$ cat config.mk
export PLATFORM = sky130hd
export DESIGN_NAME = uart_tx_engine
export DESIGN_NICKNAME = d
export VERILOG_FILES = /design/src/rtl/uart_tx_engine.sv
export SDC_FILE = /design/constraint.sdc
export NUM_CORES = 1
export LEC_CHECK = 0
export BUFFER_PORTS_ARGS = -buffer_cell sky130_fd_sc_hd__buf_2
export CAP_MARGIN = 20
export CORE_AREA = 3 3 78 73
export CTS_CLUSTER_DIAMETER = 30
export DETAILED_ROUTE_END_ITERATION = 10
export DIE_AREA = 0 0 81 76
export GPL_TIMING_DRIVEN = 0
export PLACE_DENSITY_LB_ADDON = 0.2
export REMOVE_ABC_BUFFERS = 1
export SLEW_MARGIN = 30
export SYNTH_ARGS = -nofsm -noshare
export SYNTH_HDL_FRONTEND = slang
export SYNTH_SLANG_ARGS = --single-unit
$ cat constraint.sdc
create_clock -name r_clk -period 2 [get_ports r_clk]
set_input_delay 0.1 -clock r_clk [delete_from_list [all_inputs] [get_ports r_clk]]
set_output_delay 0.1 -clock r_clk [all_outputs]
set_load 0.01 [all_outputs]
$ cat src/rtl/uart_tx_engine.sv
// uart_tx_engine: FIFO-fed UART transmitter; define UART_TX_PARITY_EN to insert a parity bit between data and stop
module uart_tx_engine #(
  parameter int DATA_WIDTH = 8,
  parameter int RD_LATENCY = 2
) (
  input  logic                  r_clk,
  input  logic                  r_rst_n,
  input  logic                  tx_en,
  input  logic [15:0]           baud_div,
  input  logic                  stop2,
`ifdef UART_TX_PARITY_EN
  input  logic                  parity_odd,
`endif
  input  logic                  fifo_empty,
  input  logic [DATA_WIDTH-1:0] fifo_rd_data,
  output logic                  fifo_rd_en,
  output logic                  txd,
  output logic                  busy,
  output logic                  tx_done
);
`ifdef UART_TX_PARITY_EN
  typedef enum logic [2:0] {S_IDLE, S_FETCH, S_START, S_DATA, S_PARITY, S_STOP} state_t;
  localparam state_t S_AFTER_DATA = S_PARITY;
`else
  typedef enum logic [2:0] {S_IDLE, S_FETCH, S_START, S_DATA, S_STOP} state_t;
  localparam state_t S_AFTER_DATA = S_STOP;
`endif
  state_t state_q, state_d;
  logic [15:0] baud_cnt_q, baud_cnt_d, div_q, div_d;
  logic [3:0] bit_cnt_q, bit_cnt_d;
  logic [DATA_WIDTH-1:0] shift_q, shift_d;
  logic stop2_q, stop2_d, txd_q, txd_d;
`ifdef UART_TX_PARITY_EN
  logic par_q, par_d;
`endif
  logic pop, bit_end, last_data, last_stop;
  assign pop = state_q == S_IDLE && tx_en && !fifo_empty;
  assign bit_end = baud_cnt_q == 16'd0;
  assign last_data = bit_cnt_q == 4'(DATA_WIDTH - 1);
  assign last_stop = !stop2_q || bit_cnt_q == 4'd1;
  // state and datapath registers; reset drops any frame in flight and returns the line to idle-high
  always_ff @(posedge r_clk) begin
    if (!r_rst_n) begin
      state_q <= S_IDLE;
      baud_cnt_q <= 16'd0;
      div_q <= 16'd0;
      bit_cnt_q <= 4'd0;
      shift_q <= '0;
      stop2_q <= 1'b0;
      txd_q <= 1'b1;
`ifdef UART_TX_PARITY_EN
      par_q <= 1'b0;
`endif
    end else begin
      state_q <= state_d;
      baud_cnt_q <= baud_cnt_d;
      div_q <= div_d;
      bit_cnt_q <= bit_cnt_d;
      shift_q <= shift_d;
      stop2_q <= stop2_d;
      txd_q <= txd_d;
`ifdef UART_TX_PARITY_EN
      par_q <= par_d;
`endif
    end
  end
  // next state: every phase except IDLE advances on the baud counter reaching zero
  always_comb begin
    state_d = state_q;
    case (state_q)
      S_IDLE:   if (pop) state_d = S_FETCH;
      S_FETCH:  if (bit_end) state_d = S_START;
      S_START:  if (bit_end) state_d = S_DATA;
      S_DATA:   if (bit_end && last_data) state_d = S_AFTER_DATA;
`ifdef UART_TX_PARITY_EN
      S_PARITY: if (bit_end) state_d = S_STOP;
`endif
      S_STOP:   if (bit_end && last_stop) state_d = S_IDLE;
      default:  state_d = S_IDLE;
    endcase
  end
  // counters, shifter and frame settings; settings are sampled only when the FIFO word is captured
  always_comb begin
    baud_cnt_d = bit_end ? div_q : baud_cnt_q - 16'd1;
    bit_cnt_d = bit_cnt_q;
    shift_d = shift_q;
    div_d = div_q;
    stop2_d = stop2_q;
`ifdef UART_TX_PARITY_EN
    par_d = par_q;
`endif
    if (state_q == S_IDLE) baud_cnt_d = pop ? 16'(RD_LATENCY - 1) : 16'd0;
    if (state_q == S_FETCH && bit_end) begin
      baud_cnt_d = baud_div;
      div_d = baud_div;
      stop2_d = stop2;
      shift_d = fifo_rd_data;
`ifdef UART_TX_PARITY_EN
      par_d = ^fifo_rd_data ^ parity_odd;
`endif
    end
    if (state_q == S_DATA && bit_end) begin
      bit_cnt_d = last_data ? 4'd0 : bit_cnt_q + 4'd1;
      shift_d = shift_q >> 1;
    end
    if (state_q == S_STOP && bit_end) bit_cnt_d = last_stop ? 4'd0 : bit_cnt_q + 4'd1;
    txd_d = state_d == S_START ? 1'b0 : state_d == S_DATA ? shift_d[0] : 1'b1;
`ifdef UART_TX_PARITY_EN
    if (state_d == S_PARITY) txd_d = par_q;
`endif
  end
  // outputs: pop is gated by reset so a held reset never pops; txd comes straight from its flop
  always_comb begin
    fifo_rd_en = r_rst_n && pop;
    busy = r_rst_n && (pop || state_q != S_IDLE);
    tx_done = r_rst_n && state_q == S_STOP && bit_end && last_stop;
    txd = txd_q;
  end
endmodule

After elaboration in Yosys (flattened, before gate mapping)
Index checks and enable logic that the tools add are counted.

Bits in read-only memories: 0. RAM bits: 0. Bits in latches: 0. Input port bits: 29. Memories kept: 0. Logic and storage cells: 60. Bits in registers: 49.

Multiply operators: 0. Add/sub/neg operators: 2. Divide/modulo/power cells: 0. Multiplexer cells: 18. Shift-type cells: 0. $lt $le $gt $ge: 0. Eq/ne operators: 8. Bitwise operators: 1. Reductions and logical operators: 22.

Operators with widths (count): $mux W16 (3); $logic_not A16 Y1 (1); $mux W4 (4); $sub A16 B1 Y16 const B (1); $mux W3 (5); $pmux W3 S5 (1); $mux W7 (2); $eq A3 B2 Y1 const B (4); $logic_and A1 B1 Y1 (12); $add A4 B1 Y4 const B (1); $eq A4 B1 Y1 const B (1); $eq A4 B3 Y1 const B (1); $reduce_bool A2 Y1 (2); $eq A3 B1 Y1 const B (1); $eq A3 B3 Y1 const B (1); $logic_not A3 Y1 (1); $mux W1 (3); $reduce_bool A3 Y1 (1); $logic_not A1 Y1 (2); $logic_or A1 B1 Y1 (2); $reduce_or A2 Y1 (1); $not A1 Y1 (1).

Logic depth before layout (Yosys ltp)
Gate-level depths: netlist of run 1.

Depth after elaboration: 8. Mapped depth: 11. Gate-level depth less buffers: 8.

Worst setup path before layout of run 1
No wires, ideal clock.

Path type: register -> register. Start point: register baud_cnt_q[0]. End point: register baud_cnt_q[0]. Clock period less this slack: 2.094 ns. Data arrival time: 1.976 ns. Cell stages (with the launch flop): 11. Library setup time: 0.118 ns. Buffers on the path: 2. Slack: -0.094 ns. Path through: dfxtp_1 inv_1 ha_1 clkbuf_1 nor3b_1 nand4_1 nor2_2 nand2_1 buf_2 o21ai_0 nor2_1.

Word-level cells in the longest chain between the ends: 4.

Ends and longest elaborated chain: from (decl) (RTL line 29) `logic [15:0] baud_cnt_q, baud_cnt_d, div_q, div_d;`; from (signal assigned) (RTL line 56) `baud_cnt_q <= baud_cnt_d;`; $sub A16 B1 Y16 or $logic_not A16 Y1 (tied branches) (RTL line 84, 38); $mux W16 (RTL line 84) `baud_cnt_d = bit_end ? div_q : baud_cnt_q - 16'd1;`; $mux W16 (RTL line 92) `if (state_q == S_IDLE) baud_cnt_d = pop ? 16'(RD_LATENCY - 1) : 16'd0;`; $mux W16 (*) (RTL line 93) `if (state_q == S_FETCH && bit_end) begin`.

Mark *: on every way between the ends. The rest lies on a longest branch, timed or not. A chain may end at the register's enable or synchronous reset.

Worst setup path after layout of run 1
Start point: register baud_cnt_q[4]. End point: register baud_cnt_q[11].

Same word-level chain as after synthesis.

==> results of run 1 <==
[Yosys cell counts, types with 3 or more instances]
master / count / area, um^2
nand2_1: 66 / 247.7
dfxtp_1: 49 / 980.9
o21ai_0: 28 / 140.1
nor2_1: 19 / 71.32
nor3_1: 12 / 60.06
a21boi_0: 11 / 82.58
a21boi_2: 9 / 101.4
clkbuf_1: 9 / 33.78
mux2i_1: 9 / 90.09
a21oi_1: 8 / 40.04
and2_1: 8 / 50.05
inv_1: 7 / 26.28
nor2b_1: 7 / 43.79
nand3_1: 5 / 25.02
xor2_1: 5 / 43.79
nor4_1: 4 / 25.02
a211oi_1: 3 / 22.52
and3_1: 3 / 18.77
buf_2: 3 / 15.01
ha_1: 3 / 37.54
nand4_1: 3 / 18.77
nor3b_1: 3 / 22.52
o31ai_1: 3 / 22.52
xnor2_1: 3 / 26.28
[cells by family after synthesis]
logic type	share of synthesized area
AND/OR/NAND/NOR	0.2922
buffers and inverters	0.04195
flip-flops	0.3870
AO/OA/AOI/OAI	0.1964
multiplexers	0.03998
XOR/XNOR	0.02764
adder cells (fa/ha/maj)	0.01481
[state kept, by name, indices dropped and copies added (netlist names)]
signal,count
bit_cnt_q,4
stop2_q,1
baud_cnt_q,16
state_q,3
div_q,16
txd,1
shift_q,8
[worst min-delay path, cell delays in order]
cell	delay, ns
buf_2	0.09
nand2_2	0.04
o21ai_2	0.04
[worst max path at each step]
stage	startpoint	endpoint	cells past startpoint
global placement	baud_cnt_q[13]$_SDFF_PN0_	baud_cnt_q[14]$_SDFF_PN0_	6
detailed placement	baud_cnt_q[13]$_SDFF_PN0_	div_q[12]$_SDFFE_PN0P_	6
floorplan	baud_cnt_q[13]$_SDFF_PN0_	baud_cnt_q[12]$_SDFF_PN0_	6
CTS	bit_cnt_q[0]$_SDFFE_PN0P_	tx_done	7
finish	baud_cnt_q[4]$_SDFF_PN0_	baud_cnt_q[11]$_SDFF_PN0_	8
global route	baud_cnt_q[4]$_SDFF_PN0_	baud_cnt_q[11]$_SDFF_PN0_	8
[layout make-up]
type,instances,area [um^2],area share
Inverter,7,26.28,0.008114
Sequential cell,49,996.0,0.3076
Timing Repair Buffer,56,394.1,0.1217
Multi-Input combinational cell,243,1639,0.5062
Tap cell,65,81.33,0.02512
Clock buffer,7,96.34,0.02975
Clock inverter,1,5.005,0.001546
[what timing repair did]
| item | in CTS | in global routing |
|---|---|---|
| endpoints found under the setup margin | 48 | 44 |
| pin swaps | 4 | 12 |
| gates resized for setup | 18 | 43 |
| hold buffers | 0 | 0 |
| gates cloned | 0 | 4 |
| buffers inserted | 6 | 18 |
[metal layers]
| metal | GRT usage | up-vias | routed length (um) |
|---|---|---|---|
| li1 | - | 1178 | - |
| met1 | 0.2717 | 1094 | 2928 |
| met2 | 0.2931 | 71 | 3153 |
| met3 | 0.04137 | 11 | 349 |
| met4 | 0.04561 | 0 | 78 |
| met5 | 0 | - | 0 |
[per-stage QoR]
stage	cells	setup TNS [ns]	setup WS [ns]	util
floorplan	296	-1.484	-0.09885	-
global placement	393	-19.74	-0.7446	0.5543
detailed placement	393	-21.13	-0.7887	0.5543
CTS	407	0	0.001548	0.6006
global route	428	-1.029	-0.1185	0.6656
finish	428	0	0.003711	0.6656
[placed cells by master (no fill, tap or decap), drive strengths merged, types with 2 or more instances in the layout]
master / instances
nor2b: 7
nand2: 69
and2: 8
nor3b: 3
o22ai: 2
nand3: 5
nor4: 7
mux2i: 9
o21ai: 28
xnor2: 3
nor2: 20
or2: 3
a21boi: 20
o21a: 2
a211oi: 3
nor3: 13
nand4: 3
buf: 55
clkbuf: 8
a21oi: 8
o31ai: 3
inv: 7
a2111oi: 2
dfxtp: 49
a31oi: 2
ha: 3
and4: 2
nand2b: 2
and3: 4
xor2: 5
==> key figures, run 1 <==
Critical path
  • Worst reg-to-reg setup slack: between 0.003 and 0.004 ns
  • Depth of the worst register-to-register path: 8
  • Delay of the slowest cell on the worst path: 0.37 ns
  • End of the worst register-to-register path: baud_cnt_q[11]$_SDFF_PN0_
  • Path type of the worst setup path: reg -> reg
  • Most prevalent standard cell on the critical path: buf_4
  • Worst EP required: 2.22 ns
  • Nature of the critical path startpoint: register
  • Cell at the slowest stage of the critical path: nor4_4
  • Family with the most delay on the worst path: simple AND/OR/NAND/NOR gates
  • Worst Path Max Fanout: 6
  • Crit path buffers/inverters: 2
  • Crit end category: register
  • Reg2Reg Launch Point: baud_cnt_q[4]$_SDFF_PN0_
  • Critical path, cell by cell: nor4_4, buf_4, buf_4, nand2_1, nor4_2, xor2_1, mux2i_1, o21ai_0
  • Critical Path AT: 2.21 ns

STA
  • Max Fclk: 500.9 MHz
  • Max-slew violation total from the final report: 0
  • Setup repair after global routing missed its margin: true
  • Period minus WS final: 1.996 ns
  • Period utilization: 0.9981
  • Final hold violations: 0
  • Slew margin rel.: 0.5630
  • Final-layout worst hold slack: 0.002990 ns
  • Final setup violation count: 0
  • Slew at the pin closest to its max-slew limit: 0.6556 ns
  • Clock Skews: 0.006422 ns

Place
  • Hpwl dp: about 3700 um
  • Instance area at placement: approximately 2700 um^2
  • Number of I/O port buffers: 32
  • Final GP Congestion: a little over 0.8

Yosys
  • Share of synthesized flip-flops with an asynchronous set or reset: 0
  • Post-synthesis cell type count: between 40 and 50
  • Number of instances in the synthesized netlist: ~310
  • Yosys synthesis warning count: 0
  • #FFs+latches synth: just under 50
  • Dominant synthesized flop cell: dfxtp_1
  • Number of enable-type register cells in the synthesized netlist: 0
  • Proportion of synthesized chip area in sequential cells: 0.3870
  • Post-synthesis average cell area: about 8.1 um^2
  • Post-synthesis instance area: about 2500 um^2

Routing
  • Avg Vias per Cell: 5.500
  • Total vias in the final route: 2,354
  • Number of DRC markers after the initial detailed-route iteration: 130
  • Router iterations before antenna repair: 5
  • Detailed-route wire length: 6510 um
  • Average wire per cell in the routed design: approximately 15 um
  • Number of routed nets with antenna violations: 0
  • Remaining design rule violation count: 0

Finish
  • Final net count: between 300 and 400
  • Final antenna diode count: 0
  • Layout cell share with drive strength beyond 1: 0.3278
  • Finished layout cell area: 3238 um^2
  • Syn-to-layout area delta: 27.74%
  • Number of fill cells in the layout: 402

CTS
  • CTS root buffer: clkbuf_8
  • Number of buffers created by CTS: 5
  • Number of buffers between clock root and the deepest sink: 2
  • Clock tree from TritonCTS: done
  • H-tree depth reported by CTS: 2
  • Clk slew on worst S/H paths: 0.09 ns
  • Clk_lat worst skew: approximately 0.3 ns
  • Number of sinks driven by the clock tree: between 40 and 50

Floorplan
  • Ports placed on the boundary: 33
  • Overall die height: 76 um
  • Floorplan die area: ~6200 um^2
  • Initial Util: 0.5211
  • Std-Cell Rows: 24
  • Floorplan Core Area: a little under 5000 um^2
  • Overall die width: approximately 81 um

Status
  • Outcome: finished, final reports clean

Job
  • Number of max-cap violations: 0

Min path
  • Endpoint of the worst hold-timing path: baud_cnt_q[8]$_SDFF_PN0_
  • Type of the worst min-delay path: in -> reg
  • Cell depth of the worst min-delay path: 3
  • HP Start: baud_div[8]

Global route
  • Aggregate global-route resource usage: 0.1911
  • Vias in the first global route: between 2,000 and 2,500
  • First-pass GRT wire length: 9508 um
  • Number of antenna violations at the first check in global routing: 0
  • Largest net degree at the start of global routing: 42
  • Final global-route overflow total: 0
Power of run 1 is left out: the tool's default activity adds up to more than one toggle a clock period on the data nets, which glitch-free logic cannot reach.
==> run 2: changes to the inputs <==
CORE_AREA = 3 3 79 73   (was 3 3 78 73)
DIE_AREA = 0 0 82 76   (was 0 0 81 76)
==> key figures, run 2 (synthesis results as in run 1) <==
Routing
  • Routed wl met2: 2930 um
  • Average wire per cell in the routed design: 14.57 um
  • Number of DRC markers after the initial detailed-route iteration: 214
  • Routed length on met3: 323 um
  • Number of routed nets with antenna violations: 0
  • Total vias in the final route: between 2,000 and 2,500
  • Router iterations before antenna repair: 4
  • Wl on met1: a little under 3000 um
  • Remaining design rule violation count: 0
  • Avg Vias per Cell: 5.431
  • Topmost layer with routed signal wires: met4
  • Detailed-route wire length: 6249 um

Floorplan
  • Overall die width: 82 um
  • Initial Util: 0.5147
  • Floorplan die area: 6232 um^2
  • Overall die height: 76 um
  • Ports placed on the boundary: 33
  • Std-Cell Rows: 24
  • Floorplan Core Area: around 4900 um^2

Job
  • Number of max-cap violations: 0

Finish
  • Finished layout cell area: 3244 um^2
  • Final net count: about 400
  • Top Registers: baud_cnt_q: 16 flops, div_q: 16 flops, shift_q: 8 flops
  • Most frequent standard cell in the layout excluding fill and tap cells: nand2_1
  • Syn-to-layout area delta: 27.99%
  • Most frequent cells in the layout: nand2_1, dfxtp_1, buf_2, o21ai_0, buf_4
  • Final antenna diode count: 0
  • Layout cell share with drive strength beyond 1: 0.3516

STA
  • Slew margin rel.: 0.5295
  • Max Fclk: ~510 MHz
  • Smallest setup slack after layout: approximately 0.026 ns
  • Max-slew violation total from the final report: 0
  • Clock Skews: 0.008237 ns
  • Period minus WS final: between 1.5 and 2 ns
  • Final hold violations: 0
  • Final setup violation count: 0
  • Slew at the pin closest to its max-slew limit: 0.7058 ns
  • Setup repair after global routing missed its margin: true
  • Final sum of negative setup slack: 0 ns
  • Period utilization: 0.9872

Critical path
  • CP Capture Point: baud_cnt_q[0]$_SDFF_PN0_
  • Depth of the worst register-to-register path: 9
  • Launching instance or port of the critical path: baud_cnt_q[8]$_SDFF_PN0_
  • Worst reg-to-reg setup slack: 0.03 ns
  • Crit end category: register
  • Reg2Reg Launch Point: baud_cnt_q[8]$_SDFF_PN0_
  • Critical Path AT: 2.17 ns
  • Worst EP required: around 2.2 ns
  • Path type of the worst setup path: reg -> reg
  • End of the worst register-to-register path: baud_cnt_q[0]$_SDFF_PN0_
  • Worst Path Max Fanout: 5
  • Nature of the critical path startpoint: register

Status
  • Outcome: finished, final reports clean

Place
  • Instance area at placement: about 2700 um^2
  • Hpwl dp: around 3700 um
  • DP Worst Slack: -0.8304 ns
  • Number of I/O port buffers: 32
  • Final GP Congestion: 0.7776

CTS
  • Number of sinks driven by the clock tree: 49
  • H-tree depth reported by CTS: 2
  • Clock tree from TritonCTS: done
  • CTS root buffer: clkbuf_8
  • Clk slew on worst S/H paths: 0.09 ns
  • Clk_lat worst skew: 0.29 ns
  • Number of buffers between clock root and the deepest sink: 2
  • Number of buffers created by CTS: 5

Global route
  • Number of antenna violations at the first check in global routing: 0
  • Vias in the first global route: between 2,000 and 2,500
  • First-pass GRT wire length: 9328 um
  • Aggregate global-route resource usage: 0.1832
  • Largest net degree at the start of global routing: 42
  • Final global-route overflow total: 0

Min path
  • Type of the worst min-delay path: in -> reg
[run 2: cell types whose count changed in the layout (fill, tap and decap cells not counted), moves of 2 or more]
cell / delta
dfxtp_2: +3
dfxtp_1: -3
buf_4: +4
o21ai_1: -5
clkbuf_8: -2
nand2_1: -6
o21ai_0: +6
nand2_2: +7
[run 2: how the worst min path moves through the flow]
stage,from,to,slack [ns],cells after the start
CTS,baud_div[4],baud_cnt_q[4]$_SDFF_PN0_,0.003,3
global route,baud_div[7],baud_cnt_q[7]$_SDFF_PN0_,0.02,2
global placement,baud_div[7],baud_cnt_q[7]$_SDFF_PN0_,0.31,2
detailed placement,baud_div[4],baud_cnt_q[4]$_SDFF_PN0_,0.32,3
floorplan,baud_div[10],baud_cnt_q[10]$_SDFF_PN0_,0.21,2
finish,baud_div[5],baud_cnt_q[5]$_SDFF_PN0_,0.009,3
[run 2: timing repair]
action	CTS	global route
hold buffers	0	0
pin swaps	8	15
setup buffers	13	14
gates resized for setup	21	44
endpoints found under the setup margin	48	43
cloned	0	3
[run 2: through the flow]
stage                     hold WS (ns)  cells  utilization
after floorplan                 0.2086    296            -
after global placement          0.3128    393       0.5475
after detailed placement        0.3164    393       0.5475
after CTS                     0.003368    413       0.6039
after global routing           0.01537    429       0.6588
final                         0.009483    429       0.6588
[run 2: layer usage]
layer,track usage,vias to the layer above
li1,-,1192
met3,0.03546,2
met1,0.2648,1076
met5,0,-
met4,0.02990,0
met2,0.2859,60
[run 2: layout make-up]
cell class | count | area (um^2)
Clock buffer | 5 | 68.82
Clock inverter | 2 | 35.03
Fill cell | 410 | 1680
Inverter | 7 | 26.28
Multi-Input combinational cell | 243 | 1650
Sequential cell | 49 | 999.7
Tap cell | 65 | 81.33
Timing Repair Buffer | 58 | 382.9
[run 2: worst max-delay path, cell delays in order, from the launching register on]
cell,delay [ns]
dfxtp_4,0.37
nor4_4,0.33
buf_4,0.19
nand4_1,0.15
buf_4,0.20
nor2_4,0.16
buf_8,0.18
nand2_8,0.09
o21ai_2,0.16
nor2_1,0.04
Power of run 2 is left out for the same reason.
==> run 3: changes to the inputs <==
ABC_AREA = 1   (was not set)
CORE_AREA = 3 3 81 75   (was 3 3 79 73)
DIE_AREA = 0 0 84 78   (was 0 0 82 76)
SKIP_LAST_GASP = 1   (was not set)
==> key figures, run 3 <==
Floorplan
  • Ports placed on the boundary: 33
  • Overall die height: between 70 and 80 um
  • Floorplan Core Area: between 5000 and 6000 um^2
  • Floorplan die area: approximately 6600 um^2
  • Overall die width: 84 um
  • Std-Cell Rows: 25
  • Initial Util: 0.5030

Yosys
  • Yosys synthesis warning count: 0
  • Post-synthesis instance area: 2659 um^2
  • Library cell with the largest summed area after synthesis: dfxtp_1
  • Dominant synthesized flop cell: dfxtp_1
  • #FFs+latches synth: between 40 and 50
  • Most used standard cell by instance count after synthesis: nand2_1
  • Most area-consuming cells after synthesis: dfxtp_1, nand2_1, a21oi_1
  • Commonest cells in the synthesized netlist: nand2_1, dfxtp_1, nor2_1
  • Number of enable-type register cells in the synthesized netlist: 0
  • Number of instances in the synthesized netlist: 385
  • Post-synthesis cell type count: 33
  • Post-synthesis average cell area: about 7 um^2
  • Proportion of synthesized chip area in sequential cells: 0.3689
  • Area share of the leading cell type in the synthesized netlist: 0.3689
  • Share of synthesized flip-flops with an asynchronous set or reset: 0

Critical path
  • Worst Path Max Fanout: 13
  • Most prevalent standard cell on the critical path: nand2_4
  • End of the worst register-to-register path: bit_cnt_q[2]$_SDFFE_PN0P_
  • Launching instance or port of the critical path: baud_cnt_q[0]$_SDFF_PN0_
  • Critical path, cell by cell: inv_1, ha_2, nand2_4, nor2_4, nand2_4, inv_2, nand2_2, nand2_4, inv_2, nand2_1, a21oi_1
  • Worst reg-to-reg setup slack: 0.23 ns
  • Nature of the critical path startpoint: register
  • Reg2Reg Launch Point: baud_cnt_q[0]$_SDFF_PN0_
  • Delay of the slowest cell on the worst path: 0.31 ns
  • Cell at the slowest stage of the critical path: dfxtp_1
  • Worst EP required: 2.19 ns
  • Depth of the worst register-to-register path: 11
  • Path type of the worst setup path: reg -> reg
  • Crit end category: register
  • Critical Path AT: 1.97 ns
  • CP Capture Point: bit_cnt_q[2]$_SDFFE_PN0P_

STA
  • Slew margin rel.: 0.7145
  • Final setup violation count: 0
  • Max-slew violation total from the final report: 0
  • Setup repair after global routing missed its margin: false
  • Final hold violations: 0
  • Max Fclk: 563.8 MHz
  • Clock Skews: 0.009120 ns
  • Slew at the pin closest to its max-slew limit: about 0.43 ns
  • Final sum of negative setup slack: 0 ns
  • Period utilization: 0.8869
  • Period minus WS final: 1.774 ns

CTS
  • Number of sinks driven by the clock tree: a little under 50
  • Clk_lat worst skew: around 0.3 ns
  • H-tree depth reported by CTS: 2
  • Clk slew on worst S/H paths: 0.09 ns
  • CTS root buffer: clkbuf_8
  • Number of buffers created by CTS: 5
  • Number of buffers between clock root and the deepest sink: 2
  • Clock tree from TritonCTS: done

Global route
  • Final global-route overflow total: 0
  • Number of antenna violations at the first check in global routing: 0
  • Largest net degree at the start of global routing: 28
  • Aggregate global-route resource usage: 0.1813
  • First-pass GRT wire length: approximately 10000 um
  • Vias in the first global route: 2,254

Routing
  • Total vias in the final route: around 2,400
  • Average wire per cell in the routed design: 11.83 um
  • Detailed-route wire length: 5728 um
  • Number of routed nets with antenna violations: 0
  • Remaining design rule violation count: 0
  • Avg Vias per Cell: 4.961
  • Number of DRC markers after the initial detailed-route iteration: around 120
  • Router iterations before antenna repair: 4

Finish
  • Syn-to-layout area delta: 12.71%
  • Final antenna diode count: 0
  • Final net count: 448
  • Most frequent cells in the layout: nand2_1, dfxtp_1, nor2_1, a21oi_1, buf_2
  • Layout cell share with drive strength beyond 1: 0.1990
  • Most frequent standard cell in the layout excluding fill and tap cells: nand2_1
  • Top Registers: baud_cnt_q: 16 flops, div_q: 16 flops, shift_q: 8 flops
  • Number of fill cells in the layout: between 500 and 600
  • Share of the core filled with cells in the final layout: 0.5669

Job
  • Number of max-cap violations: 0

Status
  • Outcome: finished, final reports clean

Place
  • Hpwl dp: around 4000 um
  • Final GP Congestion: 0.8317
  • Number of I/O port buffers: 32

Power and ir drop
  • Portion of total power attributed to the clock network: 0.150
  • Switching fraction of total power: 0.4651
  • Internal Dissipation: 2.309 mW
  • Logic gate share of total power: 0.545
  • Sequential power share: 0.305
  • Switching power: ~2.0 mW
  • Worst voltage drop across the vdd grid: 0.6727 mV
  • Leakage power figure: 1.321 nW
  • Total power divided by cell area: 1440 nW/um^2

Min path
  • Type of the worst min-delay path: in -> reg
[run 3: cell types whose count changed in the layout (fill, tap and decap cells not counted), sizes merged, moves of 20 or more]
cell    change
nand2      +61
buf        -23
a21boi     -20
a21oi      +32
inv        +23
nor2       +32
[run 3: how the worst min path moves through the flow]
stage,from,endpoint,slack [ns],cells after the start
global placement,stop2,stop2_q$_SDFFE_PN0P_,0.35,3
global route,fifo_rd_data[5],shift_q[5]$_SDFFE_PN0P_,0.06,3
finish,stop2,stop2_q$_SDFFE_PN0P_,0.05,3
floorplan,r_rst_n,state_q[1]$_SDFF_PN0_,0.22,2
detailed placement,stop2,stop2_q$_SDFFE_PN0P_,0.36,3
CTS,stop2,stop2_q$_SDFFE_PN0P_,0.04,3
[run 3: area by class of cell]
cell class / instances / area (um^2) / area share
timing repair buffer: 35 / 202.7 / 0.06764
clock inverter: 1 / 5.005 / 0.001670
multi-input combinational: 295 / 1508 / 0.5031
sequential: 49 / 980.9 / 0.3273
clock buffer: 7 / 96.34 / 0.03215
tap: 67 / 83.83 / 0.02797
inverter: 30 / 120.1 / 0.04008
[run 3: cell families (layout without fill, tap and decap cells)]
group,after synthesis,in the layout,synth area share
simple gates,219,220,0.3807
compound gates,64,64,0.1336
flops,49,49,0.3689
fa+ha+maj,3,3,0.01412
buf+inv,42,73,0.07623
xor+xnor,8,8,0.02635
[run 3: metal layers]
metal  wire length (um)  global-route usage  up-vias
met5                  0                   0        -
met4                 74             0.04662        0
met3                248             0.03185        7
met2               2520              0.2997       46
met1               2885              0.2446     1049
li1                   -                   -     1299
[run 3: timing repair]
action | 4_1_cts | 5_1_grt
pin swaps | 0 | 1
gates cloned | 0 | 1
hold buffers | 0 | 0
gates resized for setup | 4 | 3
setup endpoints to repair | 35 | 33
setup buffers | 0 | 2
[run 3: worst max-delay path, delay by kind of cell (launching register included)]
kind | cells | cell delay (ns)
AOI/OAI and AO/OA | 1 | 0.06
adders and majority gates | 1 | 0.23
buffers and inverters | 3 | 0.34
DFF | 1 | 0.31
and+or+nand+nor | 6 | 0.72
[run 3: per-stage QoR]
step	hold slack, ns	setup slack [ns]	cells	cell area, um^2	power (mW)
floorplan	0.2161	0.2418	373	2569	3.038
global placement	0.3511	-0.2588	472	2813	5.211
detailed placement	0.3632	-0.3141	473	2840	5.250
CTS	0.04379	0.02305	481	2964	4.240
global route	0.05916	0.03986	484	2997	4.726
finish	0.04851	0.2262	484	2997	4.317
[run 3: power by group through the flow]
stage | clock network, mW | registers [mW] | logic (mW)
6_report | 0.646 | 1.32 | 2.35
5_1_grt | 0.688 | 1.35 | 2.69
4_1_cts | 0.657 | 1.32 | 2.27
3_5_place_dp | 0 | 1.44 | 3.81
3_3_place_gp | 0 | 1.44 | 3.77
2_1_floorplan | 0 | 1.32 | 1.72
No activity file was read; power rests on OpenSTA's default activity.
